--- src/rtl/vga_timing_gen_if.sv ---
// Video-side bundle of vga_timing_gen: pixel strobe, x/y to the colour source,
// colour back, and the registered DAC/sync outputs.
interface vga_timing_gen_if;
    logic       pix_en;
    logic [9:0] x;
    logic [9:0] y;
    logic [7:0] r;
    logic [7:0] g;
    logic [7:0] b;
    logic [7:0] vga_r;
    logic [7:0] vga_g;
    logic [7:0] vga_b;
    logic       vga_hs;
    logic       vga_vs;
    logic       vga_blank_n;
    logic       vga_sync_n;
    logic       frame_start;

    modport master (
        input  pix_en, r, g, b,
        output x, y, vga_r, vga_g, vga_b, vga_hs, vga_vs,
               vga_blank_n, vga_sync_n, frame_start
    );

    modport slave (
        output pix_en, r, g, b,
        input  x, y, vga_r, vga_g, vga_b, vga_hs, vga_vs,
               vga_blank_n, vga_sync_n, frame_start
    );
endinterface

--- src/rtl/vga_timing_gen.sv ---
// VGA raster timing generator with one-pixel registered DAC/sync outputs.
// Optional macro VGA_FRAME_CNT_EN adds a 16-bit frame_cnt output.
module vga_timing_gen #(
    parameter int unsigned H_ACTIVE = 640,
    parameter int unsigned H_FP     = 16,
    parameter int unsigned H_SYNC   = 96,
    parameter int unsigned H_BP     = 48,
    parameter int unsigned V_ACTIVE = 480,
    parameter int unsigned V_FP     = 10,
    parameter int unsigned V_SYNC   = 2,
    parameter int unsigned V_BP     = 33
) (
    input  logic               clk,
    input  logic               rst,
`ifdef VGA_FRAME_CNT_EN
    output logic [15:0]        frame_cnt,
`endif
    vga_timing_gen_if.master   vga
);

    localparam int unsigned CNT_W   = 10;
    localparam int unsigned COL_W   = 8;
    localparam int unsigned H_TOTAL = H_ACTIVE + H_FP + H_SYNC + H_BP;
    localparam int unsigned V_TOTAL = V_ACTIVE + V_FP + V_SYNC + V_BP;

    typedef logic [CNT_W-1:0] cnt_t;

    localparam cnt_t H_VIS  = CNT_W'(H_ACTIVE);
    localparam cnt_t H_SS   = CNT_W'(H_ACTIVE + H_FP);
    localparam cnt_t H_SE   = CNT_W'(H_ACTIVE + H_FP + H_SYNC);
    localparam cnt_t H_LAST = CNT_W'(H_TOTAL - 1);
    localparam cnt_t V_VIS  = CNT_W'(V_ACTIVE);
    localparam cnt_t V_SS   = CNT_W'(V_ACTIVE + V_FP);
    localparam cnt_t V_SE   = CNT_W'(V_ACTIVE + V_FP + V_SYNC);
    localparam cnt_t V_LAST = CNT_W'(V_TOTAL - 1);

    cnt_t             hc_q, hc_d;
    cnt_t             vc_q, vc_d;
    logic [COL_W-1:0] r_q, g_q, b_q;
    logic [COL_W-1:0] r_d, g_d, b_d;
    logic             hs_q, vs_q, blank_n_q, fs_q;

    logic             visible_c;
    logic             hs_raw_c;
    logic             vs_raw_c;
    logic             line_end_c;
    logic             first_px_c;

    // Raster decode and counter next-state for the pixel currently on x/y.
    always_comb begin
        visible_c  = (hc_q < H_VIS) && (vc_q < V_VIS);
        hs_raw_c   = !((hc_q >= H_SS) && (hc_q < H_SE));
        vs_raw_c   = !((vc_q >= V_SS) && (vc_q < V_SE));
        line_end_c = (hc_q == H_LAST);
        first_px_c = vga.pix_en && (hc_q == '0) && (vc_q == '0);

        hc_d = hc_q;
        vc_d = vc_q;
        if (vga.pix_en) begin
            hc_d = line_end_c ? '0 : hc_q + cnt_t'(1);
            if (line_end_c) begin
                vc_d = (vc_q == V_LAST) ? '0 : vc_q + cnt_t'(1);
            end
        end

        r_d = visible_c ? vga.r : '0;
        g_d = visible_c ? vga.g : '0;
        b_d = visible_c ? vga.b : '0;
    end

    // frame_start is cleared on idle strobe cycles so it stays a single-clk pulse.
    always_ff @(posedge clk) begin
        if (rst) begin
            hc_q      <= '0;
            vc_q      <= '0;
            r_q       <= '0;
            g_q       <= '0;
            b_q       <= '0;
            hs_q      <= 1'b1;
            vs_q      <= 1'b1;
            blank_n_q <= 1'b0;
            fs_q      <= 1'b0;
        end else begin
            hc_q <= hc_d;
            vc_q <= vc_d;
            fs_q <= first_px_c;
            if (vga.pix_en) begin
                r_q       <= r_d;
                g_q       <= g_d;
                b_q       <= b_d;
                hs_q      <= hs_raw_c;
                vs_q      <= vs_raw_c;
                blank_n_q <= visible_c;
            end
        end
    end

`ifdef VGA_FRAME_CNT_EN
    logic [15:0] frame_cnt_q;

    always_ff @(posedge clk) begin
        if (rst) begin
            frame_cnt_q <= '0;
        end else if (first_px_c) begin
            frame_cnt_q <= frame_cnt_q + 16'd1;
        end
    end

    assign frame_cnt = frame_cnt_q;
`endif

    assign vga.x           = hc_q;
    assign vga.y           = vc_q;
    assign vga.vga_r       = r_q;
    assign vga.vga_g       = g_q;
    assign vga.vga_b       = b_q;
    assign vga.vga_hs      = hs_q;
    assign vga.vga_vs      = vs_q;
    assign vga.vga_blank_n = blank_n_q;
    assign vga.vga_sync_n  = 1'b0;
    assign vga.frame_start = fs_q;

endmodule
--- src/flat_wrapper.sv ---
// flat-port wrapper written by rule: the top's interface ports become plain ports
module vga_timing_gen_flat 
#(
    parameter int unsigned H_ACTIVE = 640,
    parameter int unsigned H_FP     = 16,
    parameter int unsigned H_SYNC   = 96,
    parameter int unsigned H_BP     = 48,
    parameter int unsigned V_ACTIVE = 480,
    parameter int unsigned V_FP     = 10,
    parameter int unsigned V_SYNC   = 2,
    parameter int unsigned V_BP     = 33
)
  (clk, rst, vga_pix_en, vga_r, vga_g, vga_b, vga_x, vga_y, vga_vga_r, vga_vga_g, vga_vga_b, vga_vga_hs, vga_vga_vs, vga_vga_blank_n, vga_vga_sync_n, vga_frame_start);
  vga_timing_gen_if vga_i ();
  input  logic clk;
  input  logic rst;
  input wire logic [$bits(vga_i.pix_en)-1:0] vga_pix_en;
  input wire logic [$bits(vga_i.r)-1:0] vga_r;
  input wire logic [$bits(vga_i.g)-1:0] vga_g;
  input wire logic [$bits(vga_i.b)-1:0] vga_b;
  output wire logic [$bits(vga_i.x)-1:0] vga_x;
  output wire logic [$bits(vga_i.y)-1:0] vga_y;
  output wire logic [$bits(vga_i.vga_r)-1:0] vga_vga_r;
  output wire logic [$bits(vga_i.vga_g)-1:0] vga_vga_g;
  output wire logic [$bits(vga_i.vga_b)-1:0] vga_vga_b;
  output wire logic [$bits(vga_i.vga_hs)-1:0] vga_vga_hs;
  output wire logic [$bits(vga_i.vga_vs)-1:0] vga_vga_vs;
  output wire logic [$bits(vga_i.vga_blank_n)-1:0] vga_vga_blank_n;
  output wire logic [$bits(vga_i.vga_sync_n)-1:0] vga_vga_sync_n;
  output wire logic [$bits(vga_i.frame_start)-1:0] vga_frame_start;
  assign vga_i.pix_en = vga_pix_en;
  assign vga_i.r = vga_r;
  assign vga_i.g = vga_g;
  assign vga_i.b = vga_b;
  assign vga_x = vga_i.x;
  assign vga_y = vga_i.y;
  assign vga_vga_r = vga_i.vga_r;
  assign vga_vga_g = vga_i.vga_g;
  assign vga_vga_b = vga_i.vga_b;
  assign vga_vga_hs = vga_i.vga_hs;
  assign vga_vga_vs = vga_i.vga_vs;
  assign vga_vga_blank_n = vga_i.vga_blank_n;
  assign vga_vga_sync_n = vga_i.vga_sync_n;
  assign vga_frame_start = vga_i.frame_start;
  vga_timing_gen #(.H_ACTIVE(H_ACTIVE), .H_FP(H_FP), .H_SYNC(H_SYNC), .H_BP(H_BP), .V_ACTIVE(V_ACTIVE), .V_FP(V_FP), .V_SYNC(V_SYNC), .V_BP(V_BP)) u_core (.clk(clk), .rst(rst), .vga(vga_i));
endmodule
--- config.mk ---
export PLATFORM = sky130hd
export DESIGN_NAME = vga_timing_gen_flat
export DESIGN_NICKNAME = d
export VERILOG_FILES = /design/src/rtl/vga_timing_gen_if.sv /design/src/rtl/vga_timing_gen.sv /design/src/flat_wrapper.sv
export SDC_FILE = /design/constraint.sdc
export NUM_CORES = 1
export LEC_CHECK = 0
export CAP_MARGIN = 15
export CORE_UTILIZATION = 38
export DETAILED_ROUTE_END_ITERATION = 16
export MAX_ROUTING_LAYER = met4
export PLACE_DENSITY = 0.68
export SYNTH_ARGS = -nofsm -noshare
export SYNTH_HDL_FRONTEND = slang
export SYNTH_SLANG_ARGS = --single-unit
--- constraint.sdc ---
create_clock -name clk -period 3.7 [get_ports clk]
set_input_delay 0.74 -clock clk [delete_from_list [all_inputs] [get_ports clk]]
set_output_delay 0.74 -clock clk [all_outputs]
set_load 0.01 [all_outputs]
# Yosys cells after proc, flatten, opt, wreduce, memory -nomap -nowiden
# Cells that the tools add are included.
# totals
out_inout_bits	49
ff_bits	48
# op_classes
n_eq_ne	2
n_lt_le_gt_ge	6
mux	5
add_sub_neg	2
n_reduce_logical	10
# op_table
cell	n
$mux 8	3
$add 10x1->10 const B	2
$eq 10x10->1 const B	2
$logic_not 10->1	2
$lt 10x10->1 const B	2
$lt 10x9->1 const B	2
$mux 10	2
$ge 10x10->1 const B	1
$ge 10x9->1 const B	1
$logic_and 1x1->1	5
$logic_not 1->1	2
$reduce_and 2->1	1

# Depth between registers and ports, before layout
# Gate-level depths: netlist (run 1).
# logic_depth
word_depth	3
depth_mapped	7
ltp_nobuf	5

# Worst setup path after synthesis (run 1)
# OpenSTA, ideal clock, no wires.
# synth_path
kind	input to register
from	in vga_pix_en
to	reg u_core.vc_q[6], in the netlist u_core.vga.y[6]
setup_time_ps	67
arrival_time_ps	2200
required_ps	3633
path_slack_ps	1433
path_buffers	2
stages	6
path_cell_list	buf_2 nand4_4 or3_1 buf_6 or4_4 a21oi_2
# synth_via
elab_chain_len	1
# synth_rtl
item	line_no	text
start: declaration	flat_wrapper.sv:17	input wire logic [$bits(vga_i.pix_en)-1:0] vga_pix_en;
$reduce_and 2->1 (no line)	n/a	
end signal: assignment	vga_timing_gen.sv:85	vc_q <= vc_d;
end: declaration	vga_timing_gen.sv:38	cnt_t vc_q, vc_d;
# Every way passes these cells.
# A chain may end at the register's enable or synchronous reset.

# Final worst setup path (run 1)
# Same ends and word-level chain as after synthesis.

==> results.md, run 1 <==
* Status: complete, no violations
* Critical path's largest stage delay at just over 0.7 ns
* Post_cts resized at 0
* DRT iter0 DRCs at 190
* Slew Viols, Final at 0
* DR DRC count at 0
* Die width at ~75 um
* Hold Path Class: flop to flop
* Antenna Nets Post-Route at 0
* DIE HEIGHT at 74.83 um
* I/O pin cnt at 76
* Post-Syn Area at between 2000 and 2500 um2
* CP max-delay cell: clkdlybuf4s50_1
* Maximum number of pins on one net before global-route repair at 29
* Longest Clk Path Bufs at 2
* F_max at between 0.3 and 0.4 GHz
* Max-Cap Viols at 0
* Sequential share of power at 0.523
* P per Cell Area at about 360 nW/um2
* Layout cells sized above 1 at 0.05172
* Final wirelength at between 4 and 5 mm
* Setup crit start kind: primary input
* Syn nets at approximately 250
* Hold slack final at 0.4747 ns
* CP Max Fanout at 10
* Largest area contributor in the netlist: dfxtp_1
* Most common library cell in the layout ignoring fill and taps: clkdlybuf4s50_1
* First-pass GRT wire length at ~8.0 mm
* Yosys warns at 0
* Gate Count Post-Synth at 219
* Tmin final at approximately 2.7 ns
* DP Area at 2798 um2
* Max VDD drop at between 150 and 200 uV
* Antenna cells at 0
* CTS buffer count at 5
* Clock skew at 0.005723 ns
* Crit path kind: primary input to flop
* Via count at 1864
* DR vias/cell at ~5.2
* Count of cell types in the netlist at 42
* CP endpoint kind: flop
* Post-synthesis sequential area ratio at 0.4767
* Antenna violations before repair at 0
* # setup viols final at 0
* Commonest non-fill, non-tap cells in the layout: clkdlybuf4s50_1 (74), dfxtp_1 (48), nor2_1 (40), a22oi_1 (24), a21oi_1 (8)
* Total design power at between 1 and 1.5 mW
* Total grt overflow at 0
* # nets final at about 320
* Setup slack, reg-to-reg at between 1.5 and 2 ns
* Worst-path clk slew at ~0.090 ns
* Hold Buf Count CTS at 0
* Cell Rows at 26
* Post-synthesis sequential element count at 48
* Non-filler cells, final at 360
* Area of the core at roughly 5000 um2
* Placed insts at 352
* Vias in the first global route at roughly 1700
* Sink Count at between 40 and 50
* Later-pin clock latency in the skew report at about 0.3 ns
* Area grow syn2layout at 44.13%
* Crit-path cells: clkdlybuf4s50_1, nand4_4, or3_1, or4_4, a21oi_2
* RSZ-0062 raised after global routing: no
* Setup TNS at 0 ns
* Root Driver: clkbuf_8
* 1st-pass router iterations at 4
* Top Family by Delay on Critical Path: simple AND/OR/NAND/NOR gates
* Fin area at about 2900 um2
* Int Power at 0.8091 mW
* Sw Ratio at 0.2251
* H-tree depth at 2
* CP bufs+invs at 1
* Worst path arrival time at 2.90 ns
* Die area at between 5000 and 6000 um2
* Detailed Place HPWL at roughly 3.3 mm
* Yosys top cell area share at 0.4767
* Placer Congestion at approximately 0.8
* NetSw at roughly 0.24 mW
* Lkg Pwr at 1.062 nW
* Starting density of the core at 0.3947
* Tcrit/Tclk final at 0.7213
* Final hold vios at 0
* Required @ worst endpoint at 3.93 ns
* Area contributors post-synth: dfxtp_1 (48%), a22oi_1 (8.9%), nor2_1 (7.4%)
* TritonCTS clock tree: done
* I/O Buffers at 74
* Wire per inst at approximately 13 um
* Clock power frac at 0.357
* Post-synthesis average cell area at 9.204 um2
* Number of post-CTS setup repair buffers at 0
* Comb power frac at 0.120
* All-Layer GR Usage at 0.1928
==> flip-flops by register name, summed over array words and instances (netlist names) <==
register                count
u_core.vga.frame_start      1
u_core.vga.vga_blank_n      1
u_core.vga.vga_vs           1
u_core.vga.vga_r            8
u_core.vga.x               10
u_core.vga.vga_hs           1
u_core.vga.vga_b            8
u_core.vga.vga_g            8
u_core.vga.y               10
==> logic make-up (layout without fill, tap and decap cells) <==
group | after synthesis | in the layout | synth area share
and+or+nand+nor | 88 | 88 | 0.2396
DFF | 48 | 48 | 0.4767
AOI/OAI and AO/OA | 46 | 46 | 0.1564
buffers and inverters | 19 | 90 | 0.04158
xor gates and xnor gates | 11 | 11 | 0.04780
adders and majority gates | 5 | 5 | 0.03104
other | 1 | 1 | 0.001860
muxes | 1 | 1 | 0.004966
==> power by group through the flow <==
stage	Sequential (mW)	Clock, mW	Combinational [mW]
floorplan	0.566	0	0.0449
global placement	0.557	0	0.126
detailed placement	0.558	0	0.126
CTS	0.546	0.389	0.127
global route	0.550	0.412	0.137
finish	0.546	0.373	0.125
==> synth_stat cells (all sizes together) <==
library cell / n
a211o: 1
a21oi: 9
a22oi: 24
and2b: 1
and3: 2
and4: 2
and4b: 1
buf: 4
clkbuf: 9
conb: 1
dfxtp: 48
ha: 5
inv: 6
mux2i: 1
nand2: 5
nand2b: 1
nand3: 7
nand4: 4
nand4b: 4
nor2: 40
nor3: 2
nor4: 5
nor4b: 2
o21a: 1
o21ai: 7
o21bai: 2
o31ai: 1
o41ai: 1
or2: 1
or2b: 1
or3: 7
or4: 2
or4bb: 1
xnor2: 5
xor2: 6
==> final cells by class <==
class	count	area, um2
sequential	48	960.9
inverter	6	22.52
tap	70	87.58
timing repair buffer	76	755.7
multi-input combinational	152	970.9
clock inverter	2	35.03
clock buffer	6	72.57
fill	464	2202
==> metrics by stage <==
stage | worst slack [ns] | util
after global routing | 0.9145 | 0.5688
after floorplan | 1.433 | -
after global placement | 0.7751 | 0.5478
after detailed placement | 0.7083 | 0.5478
final | 1.031 | 0.5688
after CTS | 1.023 | 0.5688
==> worst reg2reg max path: stages, from the launching register on <==
cell and delay [ns]:
dfxtp_1 0.42, ha_1 0.25, nand4_4 0.16, or3_1 0.54, or4_4 0.56, a21oi_2 0.13
==> per-layer routing <==
metal  share of wire  GRT usage  wire length (um)
met5               0          -                 0
met4           0.010    0.07338                48
met3           0.077    0.06158               371
met2            0.42     0.2643              2043
met1            0.49     0.2622              2359
==> worst paths after layout <==
kind	from	endpoint	cells past startpoint
worst max-delay path	vga_pix_en	u_core.vga.y[6]	5
worst min-delay path	u_core.vga.vga_hs	u_core.vga.vga_hs	1
worst max register to register	u_core.vga.x[0]	u_core.vga.y[6]	5
worst min register to register	u_core.vga.vga_hs	u_core.vga.vga_hs	1
(Power assumes the default switching activity.)
==> inputs of run 2 (changes only) <==
PLACE_DENSITY = 0.7   (was 0.68)
clock period = 2.35 ns   (was 3.7 ns; I/O delays follow)
==> results.md, run 2 (synthesis results as in run 1) <==
* 1st-pass router iterations at 4
* Antenna cells at 0
* Max VDD drop at 277.6 uV
* Post_cts resized at 0
* Via count at approximately 1900
* Slew Viols, Final at 0
* Worst path arrival time at around 2.2 ns
* Layout cells sized above 1 at 0.07407
* CP Max Fanout at 6
* Most common library cell in the layout ignoring fill and taps: clkdlybuf4s50_1
* Sink Count at 48
* Status: complete, no violations
* Hold Path Class: flop to flop
* Setup TNS at 0 ns
* DIE HEIGHT at between 70 and 80 um
* Commonest non-fill, non-tap cells in the layout: clkdlybuf4s50_1 (74), dfxtp_1 (48), nor2_1 (40), a22oi_1 (24), buf_4 (10)
* Worst-path clk slew at ~0.080 ns
* F_max at 0.5019 GHz
* Clock skew at around 0.0057 ns
* Lkg Pwr at between 1 and 1.5 nW
* Hold Buf Count CTS at 0
* Tcrit/Tclk final at 0.8479
* First-pass GRT wire length at ~8.3 mm
* Wire per inst at 14.01 um
* P per Cell Area at about 520 nW/um2
* All-Layer GR Usage at 0.2029
* Required @ worst endpoint at 2.57 ns
* Hold slack final at 0.4699 ns
* Vias in the first global route at between 1500 and 2000
* Final wirelength at 5.141 mm
* DR DRC count at 0
* # setup viols final at 0
* DRT iter0 DRCs at about 140
* Total design power at 1.525 mW
* DP Area at 2858 um2
* RSZ-0062 raised after global routing: no
* Non-filler cells, final at between 300 and 400
* Placed insts at between 300 and 400
* Antenna Nets Post-Route at 0
* Tmin final at 1.993 ns
* Crit path kind: flop to flop
* Area of the core at 5107 um2
* I/O Buffers at 74
* Final core utilization at 0.5747
* DP Worst Slack at roughly 0.071 ns
* TritonCTS clock tree: done
* Die width at 74.83 um
* Setup crit start kind: flop
* Maximum number of pins on one net before global-route repair at 28
* Area grow syn2layout at 45.62%
* Starting density of the core at 0.3947
* CP endpoint kind: flop
* Fin area at approximately 3000 um2
* Max-Cap Viols at 0
* # nets final at around 330
* Antenna violations before repair at 0
* Detailed Place HPWL at between 3 and 4 mm
* H-tree depth at 2
* Total grt overflow at 0
* Longest Clk Path Bufs at 2
* I/O pin cnt at 76
* Final hold vios at 0
* Later-pin clock latency in the skew report at about 0.3 ns
* Filler cell count at approximately 470
* Root Driver: clkbuf_8
* Number of post-CTS setup repair buffers at 0
* DR vias/cell at around 5.2
* Placer Congestion at approximately 0.85
* Cell Rows at 26
* Final WS setup at 0.3575 ns
* CTS buffer count at 5
* Die area at between 5000 and 6000 um2
[run 2: cell types whose count changed in the layout (fill, tap and decap cells not counted), sizes merged]
cell	delta
bufinv	-1
buf	+8
[run 2: cell type report]
| class | count | area, um2 | area share |
|---|---|---|---|
| clock buffers | 6 | 72.57 | 0.02472 |
| repair buffers | 84 | 815.8 | 0.2779 |
| inverters | 6 | 22.52 | 0.007673 |
| flip-flops and latches | 48 | 960.9 | 0.3274 |
| multi-input cells | 152 | 970.9 | 0.3308 |
| clock inverters | 1 | 5.005 | 0.001705 |
| well taps | 70 | 87.58 | 0.02984 |
[run 2: metal layers]
layer / part of all wire / up-vias / wire length (um) / track usage
li1: - / 935 / - / -
met1: 0.47 / 888 / 2410 / 0.2685
met2: 0.44 / 88 / 2265 / 0.2873
met3: 0.077 / 4 / 396 / 0.06024
met4: 0.013 / 0 / 68 / 0.08386
met5: 0 / - / 0 / -
[run 2: worst paths after layout]
check | from | end | slack, ns | cells after the start
max reg2reg | u_core.vga.y[0] | u_core.vga.y[7] | 0.36 | 4
min | u_core.vga.vga_hs | u_core.vga.vga_hs | 0.47 | 1
max | u_core.vga.y[0] | u_core.vga.y[7] | 0.36 | 4
min reg2reg | u_core.vga.vga_hs | u_core.vga.vga_hs | 0.47 | 1
[run 2: worst max-delay path, cell delays in order (launching register included)]
cell     delay [ns]
dfxtp_1        0.48
or4bb_1        0.51
or4_4          0.46
or3_1          0.32
a21oi_1        0.15
[run 2: report_power, final]
part	internal (mW)	leakage [nW]	switching (mW)
Sequential	0.842	0.392	0.0187
Clock	0.203	0.0410	0.260
Combinational	0.119	0.652	0.0823
Total	1.16	1.09	0.361
